### config.mk
export PLATFORM = sky130hd
export DESIGN_NAME = decode_stage
export DESIGN_NICKNAME = d
export VERILOG_FILES = /design/src/rtl/riscv_pkg.sv /design/src/rtl/decode_comb.sv /design/src/rtl/decode_stage.sv
export SDC_FILE = /design/constraint.sdc
export NUM_CORES = 1
export LEC_CHECK = 0
export ABC_CLOCK_PERIOD_IN_PS = 4000
export CAP_MARGIN = 20
export CORE_UTILIZATION = 52
export CTS_BUF_LIST = sky130_fd_sc_hd__clkbuf_8
export DETAILED_ROUTE_END_ITERATION = 10
export PLACE_DENSITY_LB_ADDON = 0.25
export SLEW_MARGIN = 10
export SYNTH_ARGS = -nofsm -noshare
export SYNTH_HDL_FRONTEND = slang
export SYNTH_SLANG_ARGS = --single-unit
### constraint.sdc
create_clock -name clock -period 4 [get_ports clock]
set_input_delay 0.4 -clock clock [delete_from_list [all_inputs] [get_ports clock]]
set_output_delay 0.4 -clock clock [all_outputs]
set_load 0.03 [all_outputs]
### src/rtl/riscv_pkg.sv
// Shared RV32I decode definitions: opcode constants, ALU/PC-control encodings,
// the decoded-bundle struct and the funct3 -> ALU-op helper.
package riscv_pkg;

  localparam logic [6:0] OpcLoad   = 7'b0000011;
  localparam logic [6:0] OpcOpImm  = 7'b0010011;
  localparam logic [6:0] OpcAuipc  = 7'b0010111;
  localparam logic [6:0] OpcStore  = 7'b0100011;
  localparam logic [6:0] OpcOp     = 7'b0110011;
  localparam logic [6:0] OpcLui    = 7'b0110111;
  localparam logic [6:0] OpcBranch = 7'b1100011;
  localparam logic [6:0] OpcJalr   = 7'b1100111;
  localparam logic [6:0] OpcJal    = 7'b1101111;

  typedef enum logic [3:0] {
    AluAdd  = 4'd0,
    AluSub  = 4'd1,
    AluXor  = 4'd2,
    AluOr   = 4'd3,
    AluAnd  = 4'd4,
    AluSll  = 4'd5,
    AluSrl  = 4'd6,
    AluSra  = 4'd7,
    AluSlt  = 4'd8,
    AluSltu = 4'd9
  } alu_op_e;

  typedef enum logic [1:0] {
    PcSeq    = 2'b00,
    PcBranch = 2'b01,
    PcJal    = 2'b10,
    PcJalr   = 2'b11
  } pcfunc_e;

  // XLEN-dependent fields (immediate, pcoffset, pc) travel beside this struct.
  typedef struct packed {
    pcfunc_e     pcfunc;
    logic [2:0]  brcond;
    logic [4:0]  rs1;
    logic [4:0]  rs2;
    logic        we;
    logic [4:0]  rd;
    alu_op_e     aluop;
    logic        selopr2;
    logic        selopr1pc;
    logic        memread;
    logic        memwrite;
    logic [2:0]  memsize;
    logic        illegal;
  } dec_bundle_t;

  // alt = instruction bit 30; only meaningful for funct3 000 (sub) and 101 (sra).
  function automatic alu_op_e alu_from_funct3(logic [2:0] funct3, logic alt);
    alu_op_e op;
    unique case (funct3)
      3'b000:  op = alt ? AluSub : AluAdd;
      3'b001:  op = AluSll;
      3'b010:  op = AluSlt;
      3'b011:  op = AluSltu;
      3'b100:  op = AluXor;
      3'b101:  op = alt ? AluSra : AluSrl;
      3'b110:  op = AluOr;
      default: op = AluAnd;
    endcase
    return op;
  endfunction

endpackage

### src/rtl/decode_comb.sv
// Purely combinational RV32I instruction decoder.
//   i_instruction : raw 32-bit instruction
//   o_bundle      : decoded control fields (illegal encodings zero all but .illegal)
//   o_immediate   : sign-extended immediate (zero-extended shamt for shifts)
//   o_pcoffset    : low PCOFFW bits of the B/J immediate, else 0
module decode_comb
  import riscv_pkg::*;
#(
  parameter int unsigned XLEN   = 32,
  parameter int unsigned PCOFFW = 22
) (
  input  logic [31:0]       i_instruction,
  output dec_bundle_t       o_bundle,
  output logic [XLEN-1:0]   o_immediate,
  output logic [PCOFFW-1:0] o_pcoffset
);

  logic [6:0]      w_opcode;
  logic [6:0]      w_funct7;
  logic [2:0]      w_funct3;
  logic [4:0]      w_rd;
  logic [4:0]      w_rs1;
  logic [4:0]      w_rs2;
  logic [XLEN-1:0] w_imm_i;
  logic [XLEN-1:0] w_imm_s;
  logic [XLEN-1:0] w_imm_b;
  logic [XLEN-1:0] w_imm_u;
  logic [XLEN-1:0] w_imm_j;
  logic [XLEN-1:0] w_imm_sh;
  logic [XLEN-1:0] w_imm;
  logic            w_illegal;
  logic            w_rd_write;
  logic            w_use_rs1;
  logic            w_use_rs2;

  assign w_opcode = i_instruction[6:0];
  assign w_rd     = i_instruction[11:7];
  assign w_funct3 = i_instruction[14:12];
  assign w_rs1    = i_instruction[19:15];
  assign w_rs2    = i_instruction[24:20];
  assign w_funct7 = i_instruction[31:25];

  assign w_imm_i  = XLEN'($signed(i_instruction[31:20]));
  assign w_imm_s  = XLEN'($signed({i_instruction[31:25], i_instruction[11:7]}));
  assign w_imm_b  = XLEN'($signed({i_instruction[31], i_instruction[7], i_instruction[30:25],
                                   i_instruction[11:8], 1'b0}));
  assign w_imm_u  = XLEN'($signed({i_instruction[31:12], 12'b0}));
  assign w_imm_j  = XLEN'($signed({i_instruction[31], i_instruction[19:12], i_instruction[20],
                                   i_instruction[30:21], 1'b0}));
  assign w_imm_sh = XLEN'(i_instruction[24:20]);

  always_comb begin
    o_bundle   = '0;
    w_imm      = '0;
    w_illegal  = 1'b0;
    w_rd_write = 1'b0;
    w_use_rs1  = 1'b0;
    w_use_rs2  = 1'b0;

    // Every valid opcode ends in 2'b11, so anything else falls to default.
    case (w_opcode)
      OpcOp: begin
        w_illegal = !((w_funct7 == 7'b0000000) ||
                      ((w_funct7 == 7'b0100000) && ((w_funct3 == 3'b000) ||
                                                    (w_funct3 == 3'b101))));
        o_bundle.aluop = alu_from_funct3(w_funct3, w_funct7[5]);
        w_rd_write = 1'b1;
        w_use_rs1  = 1'b1;
        w_use_rs2  = 1'b1;
      end
      OpcOpImm: begin
        if (w_funct3 == 3'b001) begin
          w_illegal = (w_funct7 != 7'b0000000);
          w_imm     = w_imm_sh;
        end else if (w_funct3 == 3'b101) begin
          w_illegal = !((w_funct7 == 7'b0000000) || (w_funct7 == 7'b0100000));
          w_imm     = w_imm_sh;
        end else begin
          w_imm     = w_imm_i;
        end
        // Bit 30 is part of the immediate for addi, so only srai may use it.
        o_bundle.aluop   = alu_from_funct3(w_funct3, (w_funct3 == 3'b101) && w_funct7[5]);
        o_bundle.selopr2 = 1'b1;
        w_rd_write = 1'b1;
        w_use_rs1  = 1'b1;
      end
      OpcLui: begin
        w_imm            = w_imm_u;
        o_bundle.selopr2 = 1'b1;
        w_rd_write       = 1'b1;
      end
      OpcAuipc: begin
        w_imm              = w_imm_u;
        o_bundle.selopr2   = 1'b1;
        o_bundle.selopr1pc = 1'b1;
        w_rd_write         = 1'b1;
      end
      OpcJal: begin
        w_imm              = w_imm_j;
        o_bundle.pcfunc    = PcJal;
        o_bundle.selopr1pc = 1'b1;
        w_rd_write         = 1'b1;
      end
      OpcJalr: begin
        w_imm              = w_imm_i;
        o_bundle.pcfunc    = PcJalr;
        o_bundle.selopr1pc = 1'b1;
        w_rd_write         = 1'b1;
        w_use_rs1          = 1'b1;
      end
      OpcBranch: begin
        w_illegal       = (w_funct3 == 3'b010) || (w_funct3 == 3'b011);
        w_imm           = w_imm_b;
        o_bundle.pcfunc = PcBranch;
        o_bundle.brcond = w_funct3;
        o_bundle.aluop  = AluSub;
        w_use_rs1       = 1'b1;
        w_use_rs2       = 1'b1;
      end
      OpcLoad: begin
        w_illegal = (w_funct3 == 3'b011) || (w_funct3 == 3'b110) || (w_funct3 == 3'b111);
        w_imm            = w_imm_i;
        o_bundle.memread = 1'b1;
        o_bundle.memsize = w_funct3;
        o_bundle.selopr2 = 1'b1;
        w_rd_write       = 1'b1;
        w_use_rs1        = 1'b1;
      end
      OpcStore: begin
        w_illegal         = (w_funct3 > 3'b010);
        w_imm             = w_imm_s;
        o_bundle.memwrite = 1'b1;
        o_bundle.memsize  = w_funct3;
        o_bundle.selopr2  = 1'b1;
        w_use_rs1         = 1'b1;
        w_use_rs2         = 1'b1;
      end
      default: w_illegal = 1'b1;
    endcase

    // Unused sources read as x0 so the hazard compare never matches them.
    o_bundle.rs1 = w_use_rs1 ? w_rs1 : 5'd0;
    o_bundle.rs2 = w_use_rs2 ? w_rs2 : 5'd0;
    o_bundle.we  = w_rd_write && (w_rd != 5'd0);
    o_bundle.rd  = o_bundle.we ? w_rd : 5'd0;

    // Illegal: a side-effect-free bundle that EX can trap on.
    if (w_illegal) begin
      o_bundle         = '0;
      o_bundle.illegal = 1'b1;
      w_imm            = '0;
    end
  end

  assign o_immediate = w_imm;
  assign o_pcoffset  = ((o_bundle.pcfunc == PcBranch) || (o_bundle.pcfunc == PcJal)) ?
                       w_imm[PCOFFW-1:0] : '0;

endmodule

### src/rtl/decode_stage.sv
// Registered RV32I decode stage between fetch and execute.
//   clock/resetn           : rising-edge clock, async active-low reset
//   flush                  : drop held bundle and incoming instruction
//   in_valid/in_ready      : fetch-side handshake; in_instruction, in_pc
//   out_valid/out_ready    : execute-side handshake; out_pc + decoded fields
//   stall_count            : saturating count of load-use bubbles
module decode_stage
  import riscv_pkg::*;
#(
  parameter int unsigned XLEN    = 32,
  parameter int unsigned PCOFFW  = 22,
  parameter int unsigned STALLCW = 16
) (
  input  logic               clock,
  input  logic               resetn,
  input  logic               flush,
  input  logic               in_valid,
  output logic               in_ready,
  input  logic [31:0]        in_instruction,
  input  logic [XLEN-1:0]    in_pc,
  output logic               out_valid,
  input  logic               out_ready,
  output logic [XLEN-1:0]    out_pc,
  output logic [1:0]         pcfunc,
  output logic [PCOFFW-1:0]  pcoffset,
  output logic [2:0]         brcond,
  output logic [4:0]         readselect1,
  output logic [4:0]         readselect2,
  output logic               writeenable,
  output logic [4:0]         writeselect,
  output logic [3:0]         aluoper,
  output logic               selopr2,
  output logic               selopr1pc,
  output logic [XLEN-1:0]    immediate,
  output logic               memread,
  output logic               memwrite,
  output logic [2:0]         memsize,
  output logic               illegal,
  output logic [STALLCW-1:0] stall_count
);

  dec_bundle_t         w_dec;
  logic [XLEN-1:0]     w_imm;
  logic [PCOFFW-1:0]   w_pcoff;
  logic                w_hazard;
  logic                w_in_ready;
  logic                w_accept;

  dec_bundle_t         r_bundle;
  logic [XLEN-1:0]     r_imm;
  logic [PCOFFW-1:0]   r_pcoff;
  logic [XLEN-1:0]     r_pc;
  logic                r_valid;
  logic [STALLCW-1:0]  r_stall;

  decode_comb #(
    .XLEN   (XLEN),
    .PCOFFW (PCOFFW)
  ) u_decode_comb (
    .i_instruction (in_instruction),
    .o_bundle      (w_dec),
    .o_immediate   (w_imm),
    .o_pcoffset    (w_pcoff)
  );

  // Load-use: the load leaving this cycle cannot forward to the next instruction.
  // Unused sources are already x0, and rd==0 never matches.
  assign w_hazard = r_valid && r_bundle.memread && out_ready && (r_bundle.rd != 5'd0) &&
                    ((r_bundle.rd == w_dec.rs1) || (r_bundle.rd == w_dec.rs2));

  // A flush ignores the hazard: the instruction is accepted and thrown away.
  assign w_in_ready = (flush || !w_hazard) && (!r_valid || out_ready);
  assign w_accept   = in_valid && w_in_ready;

  always_ff @(posedge clock or negedge resetn) begin
    if (!resetn) begin
      r_bundle <= '0;
      r_imm    <= '0;
      r_pcoff  <= '0;
      r_pc     <= '0;
      r_valid  <= 1'b0;
      r_stall  <= '0;
    end else begin
      if (flush) begin
        r_valid <= 1'b0;
      end else if (w_accept) begin
        r_valid  <= 1'b1;
        r_bundle <= w_dec;
        r_imm    <= w_imm;
        r_pcoff  <= w_pcoff;
        r_pc     <= in_pc;
      end else if (out_ready) begin
        r_valid <= 1'b0;
      end

      if (w_hazard && !flush && (r_stall != '1)) begin
        r_stall <= r_stall + STALLCW'(1);
      end
    end
  end

  assign in_ready    = w_in_ready;
  assign out_valid   = r_valid;
  assign out_pc      = r_pc;
  assign pcfunc      = r_bundle.pcfunc;
  assign pcoffset    = r_pcoff;
  assign brcond      = r_bundle.brcond;
  assign readselect1 = r_bundle.rs1;
  assign readselect2 = r_bundle.rs2;
  assign writeenable = r_bundle.we;
  assign writeselect = r_bundle.rd;
  assign aluoper     = r_bundle.aluop;
  assign selopr2     = r_bundle.selopr2;
  assign selopr1pc   = r_bundle.selopr1pc;
  assign immediate   = r_imm;
  assign memread     = r_bundle.memread;
  assign memwrite    = r_bundle.memwrite;
  assign memsize     = r_bundle.memsize;
  assign illegal     = r_bundle.illegal;
  assign stall_count = r_stall;

endmodule

== Yosys cells after proc, flatten, opt, wreduce, memory -nomap -nowiden ==
Cells that the tools add are included.
Cells by class
  add/subtract/negate cells: 1
  multiply operators: 0
  bitwise operators: 1
  $lt $le $gt $ge: 1
  reductions and logical operators: 42
  div/mod/pow operators: 0
  multiplexer cells: 32
  equal/unequal tests: 22
  shifts and indexed selects: 0
Operators with widths (number)
  32-bit one-hot mux with 6 select lines: 1
  32-bit 2-to-1 mux: 3
  4-bit one-hot mux with 7 select lines: 2
  33-bit 2-to-1 mux: 1
  7-bit by 6-bit equality test with 1-bit output, second input constant: 4
  22-bit 2-to-1 mux: 1
  7-bit equality test, second input constant: 3
  16-bit by 1-bit adder with 16-bit output, second input constant: 1
  1-bit 2-to-1 mux: 16
  16-bit != test, second input constant: 1
  5-bit 2-to-1 mux: 3
  7-bit by 5-bit equality test with 1-bit output, second input constant: 2
  3-bit equality test, second input constant: 4
  4-bit one-hot mux with 3 select lines: 1
  1-bit logical AND: 11
  5-bit equality test: 2
  1-bit logical OR: 10
  5-bit nonzero test: 2
  7-bit by 2-bit equality test with 1-bit output, second input constant: 1
  7-bit logical NOT: 1
  7-bit nonzero test: 1
  7-bit OR reduction: 1
  3-bit by 2-bit equality test with 1-bit output, second input constant: 2
  3-bit 2-to-1 mux: 2
  16 further kinds: 23
Storage, ports and cells
  logic and storage cells: 117
  RAM bits: 0
  flip-flop bits (word level): 136
  bits in read-only memories: 0
  memories kept: 0
  latch bits: 0
  output and inout bits: 137

== Depth between registers and ports, before layout ==
  depth after elaboration: 16
  depth in mapped cells: 14
  mapped depth without buffers: 9

== Cells and area by module ==
From an unflattened synthesis, not the netlist that was laid out.
Second synthesis, totals
  cell total of the unflattened synthesis: 588
  area, all modules: 6959.2 um^2
Modules (own cells, without submodules)
  decode_stage: times used 1, sequential area each 3403.3 um^2, cells an instance 354, area each 5506.5 um^2
  decode_comb: times used 1, sequential area each 0.0 um^2, cells an instance 234, area each 1452.6 um^2

== Worst setup path after synthesis ==
No wires, ideal clock.
  kind: input -> register
  from: in in_instruction[5]
  to: reg r_pc[10], in the netlist out_pc[10]
  slack: 1169 ps
  data required time: 3875 ps
  stages on the path: 12
  library setup time: 125 ps
  arrival: 2706 ps
  cells stage by stage: buf_4 nand2b_1 a21o_1 a211oi_1 and4_1 buf_2 mux2_4 o31a_1 o211ai_2 buf_6 buf_6 mux2_4
Between the ends
  word-level cells in the longest chain between the ends: 13
  elaborated cells between the ends (all ways): 27
  those cells by class: eq/ne: 11; mux: 6; reduce/logical: 10
RTL lines
  start: declaration: line decode_stage.sv:19  | input logic [31:0] in_instruction,
  7-bit by 6-bit equality test with 1-bit output (tied with other cells): line decode_comb.sv:61  | case (w_opcode)
  6-bit OR reduction (no source line) / 3-bit OR reduction (equally long branches)
  1-bit 2-to-1 mux: line decode_comb.sv:61
  5-bit 2-to-1 mux, on equally long branches: line decode_comb.sv:142, decode_comb.sv:143
  33-bit 2-to-1 mux *: line decode_comb.sv:148  | if (w_illegal) begin
  5-bit equality test: line decode_stage.sv:69  | ((r_bundle.rd == w_dec.rs1) || (r_bundle.rd == w_dec.rs2));
  1-bit logical OR *: line decode_stage.sv:69
  1-bit logical AND *: line decode_stage.sv:68  | assign w_hazard = r_valid && r_bundle.memread && out_ready && (r_bundle.rd != 5'd0) &&
  1-bit logical NOT *: line decode_stage.sv:72  | assign w_in_ready = (flush || !w_hazard) && (!r_valid || out_ready);
  1-bit logical OR *: line decode_stage.sv:72
  1-bit logical AND *: line decode_stage.sv:72
  1-bit logical AND *: line decode_stage.sv:73  | assign w_accept = in_valid && w_in_ready;
  2-bit AND reduction (no source line) *
  end signal: assignment: line decode_stage.sv:91  | r_pc <= in_pc;
  end: declaration: line decode_stage.sv:52  | logic [XLEN-1:0] r_pc;
Mark *: on every way between the ends. The rest lies on a longest branch, timed or not.
A chain may end at the register's enable or synchronous reset.

== Worst setup path in the final report ==
  from: in in_instruction[26]
  to: out in_ready
Between the ends
  word-level cells in the longest chain between the ends: 13
  elaborated cells between the ends (all ways): 19
  those cells by class: eq/ne: 3; mux: 4; reduce/logical: 12
RTL lines
  7-bit by 6-bit equality test with 1-bit output / 7-bit logical NOT (equally long branches): line decode_comb.sv:64, decode_comb.sv:76, decode_comb.sv:63
  1-bit logical OR: line decode_comb.sv:76  | w_illegal = !((w_funct7 == 7'b0000000) || (w_funct7 == 7'b0100000));
  1-bit logical NOT: line decode_comb.sv:76
  1-bit 2-to-1 mux: line decode_comb.sv:75  | end else if (w_funct3 == 3'b101) begin
  1-bit 2-to-1 mux: line decode_comb.sv:72  | if (w_funct3 == 3'b001) begin
  1-bit one-hot mux with 6 select lines *: line decode_comb.sv:61
  33-bit 2-to-1 mux *: line decode_comb.sv:148
  5-bit equality test: line decode_stage.sv:69
  1-bit logical OR *: line decode_stage.sv:69
  1-bit logical AND *: line decode_stage.sv:68
  1-bit logical NOT *: line decode_stage.sv:72
  1-bit logical OR *: line decode_stage.sv:72
  1-bit logical AND *: line decode_stage.sv:72
  end: declaration: line decode_stage.sv:18  | output logic in_ready,
Marks and branches as above.

==> metrics.cfg <==
[logic_synthesis]
synth_edf_count=0
synth_xor_area_share_pct=3.06
synth_mux_area_share_pct=8.04
ys.flop_type=dfrtp_1
synth_cells=638
synth_commonest_cells=nand2_1 (149), dfrtp_1 (136), o21ai_1 (45), mux2_4 (33), o31ai_1 (31)
synth_compound_area_share_pct=14.6
synth_simple_gate_area_share_pct=17.3
syn-num-nets=708
async_flop_share_pct=100
ys_seq_elements=136
synthAdderAreaFrac_pct=0.190
synth.distinct_cells=66
ys_warn_count=0
yosys.area.top_type_share_pct=51.7
synth_area_per_cell_um2=10.3
synth_top_family_by_area=simple AND/OR/NAND/NOR gates
synth-seq-area-share_pct=51.7
synth_top_area_cell=dfrtp_1
syn_area_mm2=0.00658
synth_area_leaders=dfrtp_1 (52%), nand2_1 (8.5%), mux2_4 (7.5%), o31ai_1 (3.5%), o21ai_1 (3.4%)
synth.most_common_cell=nand2_1

[global_route]
antenna_found_initial=0
grt_pass1_vias=5574
grt_overflow_total=0
grt_pass1_wl_um=28900
grt_max_degree=116
grtUsageTotal_pct=29.2

[power]
powerDensity_mw_per_mm2=348
ir_drop_v=0.000256
switching_share_pct=26.8
p_leak_nw=3.91
cell_internal_pwr_mw=2.34
pwr-share-seq_pct=46.0
clockPowerShare_pct=35.8
p_comb_share_pct=18.2
p_sw_uw=858

[setup_path]
crit_path_max_fanout=8
r2r_cells=8
arrival_ps=3000
required_ps=3600
crit_type=input port to output port
worstReg2RegEnd=out_pc[22]
endpoint_kind=output port
start_kind=input port
r2r_slack_ps=1480
worstReg2RegStart=writeselect[4]

[floorplan]
start_util_pct=54.1
io_pins=206
std_cell_rows=40
die_area_mm2=0.0131
die_w_um=114
die_y_um=114
coreArea_mm2=0.0122

[clock_tree]
cts.path.max_buffers=2
clock_sink_count=136
post_cts_buffers=0
cts.clk_slew.worst_paths_ps=70
ctsHoldBuffers=0
ctsRootBufferMaster=clkbuf_8
cts_resized=0
clk_latency_ps=450
cts_tree=built
htree_levels=4
cts_buffers=17

[sta]
hold_violations=0
rsz0062_at_grt=false
drv_slew=0
worst_pin_slew_ps=683
slew_headroom_pct=54.0
min_period_ps=3400
finalCritPeriodShare_pct=85.0
setup_viol=0
max_freq_ghz=0.294
fin_worst_skew_ps=11.6
fin_setup_tns_ps=0

[final_layout]
syn2layout_area_growth_pct=39.8
nNetsFinal=912
insertedDiodeCount=0
drive_gt1_share_pct=13.6
final_cell_count_no_fill=1023
stdcell_area_mm2=0.00920

[detailed_routing]
ant_nets=0
drt_first_iter_violations=383
vias=5575
drc=0
routed_via_density=5.45
drt-wirelength-per-cell_um=18.1
routed_wirelength_um=18500
first_pass_iters=5

[placed_design]
hpwl_um=13800
io_buffers=205
place.gp.congestion=0.957
dp_cells=989
placed_area_mm2=0.00875

[run_status]
outcome=completed

[run]
maxCapViolations=0

[worst_hold_path]
hold_class=input port to async pin

## stage by stage
step / utilization (%) / setup slack, ps / total power, mW / hold slack (ps)
2_1_floorplan: - / 1170 / 1.80 / 104
3_3_place_gp: 72.0 / 369 / 2.06 / 461
3_5_place_dp: 72.0 / 311 / 2.07 / 470
4_1_cts: 75.3 / 621 / 3.22 / 119
5_1_grt: 75.6 / 426 / 3.32 / 473
6_report: 75.6 / 600 / 3.20 / 452
## worst max path at each step
stage                             startpoint           end  slack [ps]
final                     in_instruction[26]      in_ready         600
after global routing      in_instruction[25]      in_ready         430
after CTS                 in_instruction[25]      in_ready         620
after detailed placement  in_instruction[25]  pcoffset[21]         310
after global placement    in_instruction[26]     out_pc[9]         370
after floorplan            in_instruction[5]    out_pc[10]        1170
## cell type report
cell class,count,area (um2)
clock buffers,22,303
clock inverters,10,103
fillers,855,2960
inverters,11,41.3
multi-input cells,448,2850
flip-flops and latches,136,3400
well taps,168,210
repair buffers,228,2280
## cell usage in the layout, fill, tap and decap left out, types with 3 or more instances in the layout
| cell | n |
|---|---|
| o31a_1 | 4 |
| mux2_4 | 33 |
| and3_1 | 6 |
| a21o_1 | 5 |
| nand2b_1 | 4 |
| xor2_1 | 4 |
| o21ai_2 | 11 |
| nor2b_1 | 5 |
| o21ai_0 | 5 |
| nor3_1 | 9 |
| nand3_1 | 7 |
| a31oi_1 | 3 |
| inv_1 | 14 |
| and2_1 | 3 |
| nand2_2 | 10 |
| xnor2_1 | 19 |
| nand4_1 | 12 |
| o31ai_1 | 31 |
| o21ai_1 | 45 |
| clkbuf_8 | 22 |
| nand2_1 | 149 |
| nor2_1 | 21 |
| a21oi_1 | 13 |
| buf_4 | 19 |
| dfrtp_1 | 136 |
| a22oi_1 | 4 |
| buf_12 | 3 |
| clkdlybuf4s50_1 | 203 |
| nand3b_1 | 4 |
## worst max-delay path, cell delays in order
cell,delay [ps]
clkdlybuf4s50_1,500
nor4_1,310
nand2_1,180
o211a_1,250
nand4b_1,360
or4_1,530
nand3b_1,180
o21a_1,130
buf_4,160
## sequential cells by signal, summed over array words and instances, names as in the netlist
register,count
selopr2,1
writeenable,1
immediate,32
out_pc,32
brcond,3
out_valid,1
writeselect,5
stall_count,16
readselect1,5
pcoffset,22
readselect2,5
pcfunc,2
aluoper,4
memread,1
illegal,1
memwrite,1
memsize,3
selopr1pc,1
## power groups by stage
stage	Sequential (mW)	Clock [mW]	Combinational [mW]
3_5_place_dp	1.50	0	0.576
3_3_place_gp	1.49	0	0.565
6_report	1.47	1.14	0.582
4_1_cts	1.47	1.17	0.580
2_1_floorplan	1.61	0	0.189
5_1_grt	1.48	1.23	0.614
## logic make-up (layout without fill, tap and decap cells)
family	Yosys count	in the layout
compound gates	143	143
fa+ha+maj	1	1
simple gates	245	245
flops	136	136
buf+inv	54	271
xor+xnor	23	23
mux	36	36
## per-layer routing
layer | track usage [%] | up-vias | share of wire [%]
met5 | 0 | - | 0
met3 | 9.53 | 29 | 9.0
met1 | 35.6 | 2691 | 40
met4 | 10.2 | 0 | 1.5
li1 | - | 2629 | -
met2 | 48.6 | 226 | 49
(Power assumes the default switching activity.)
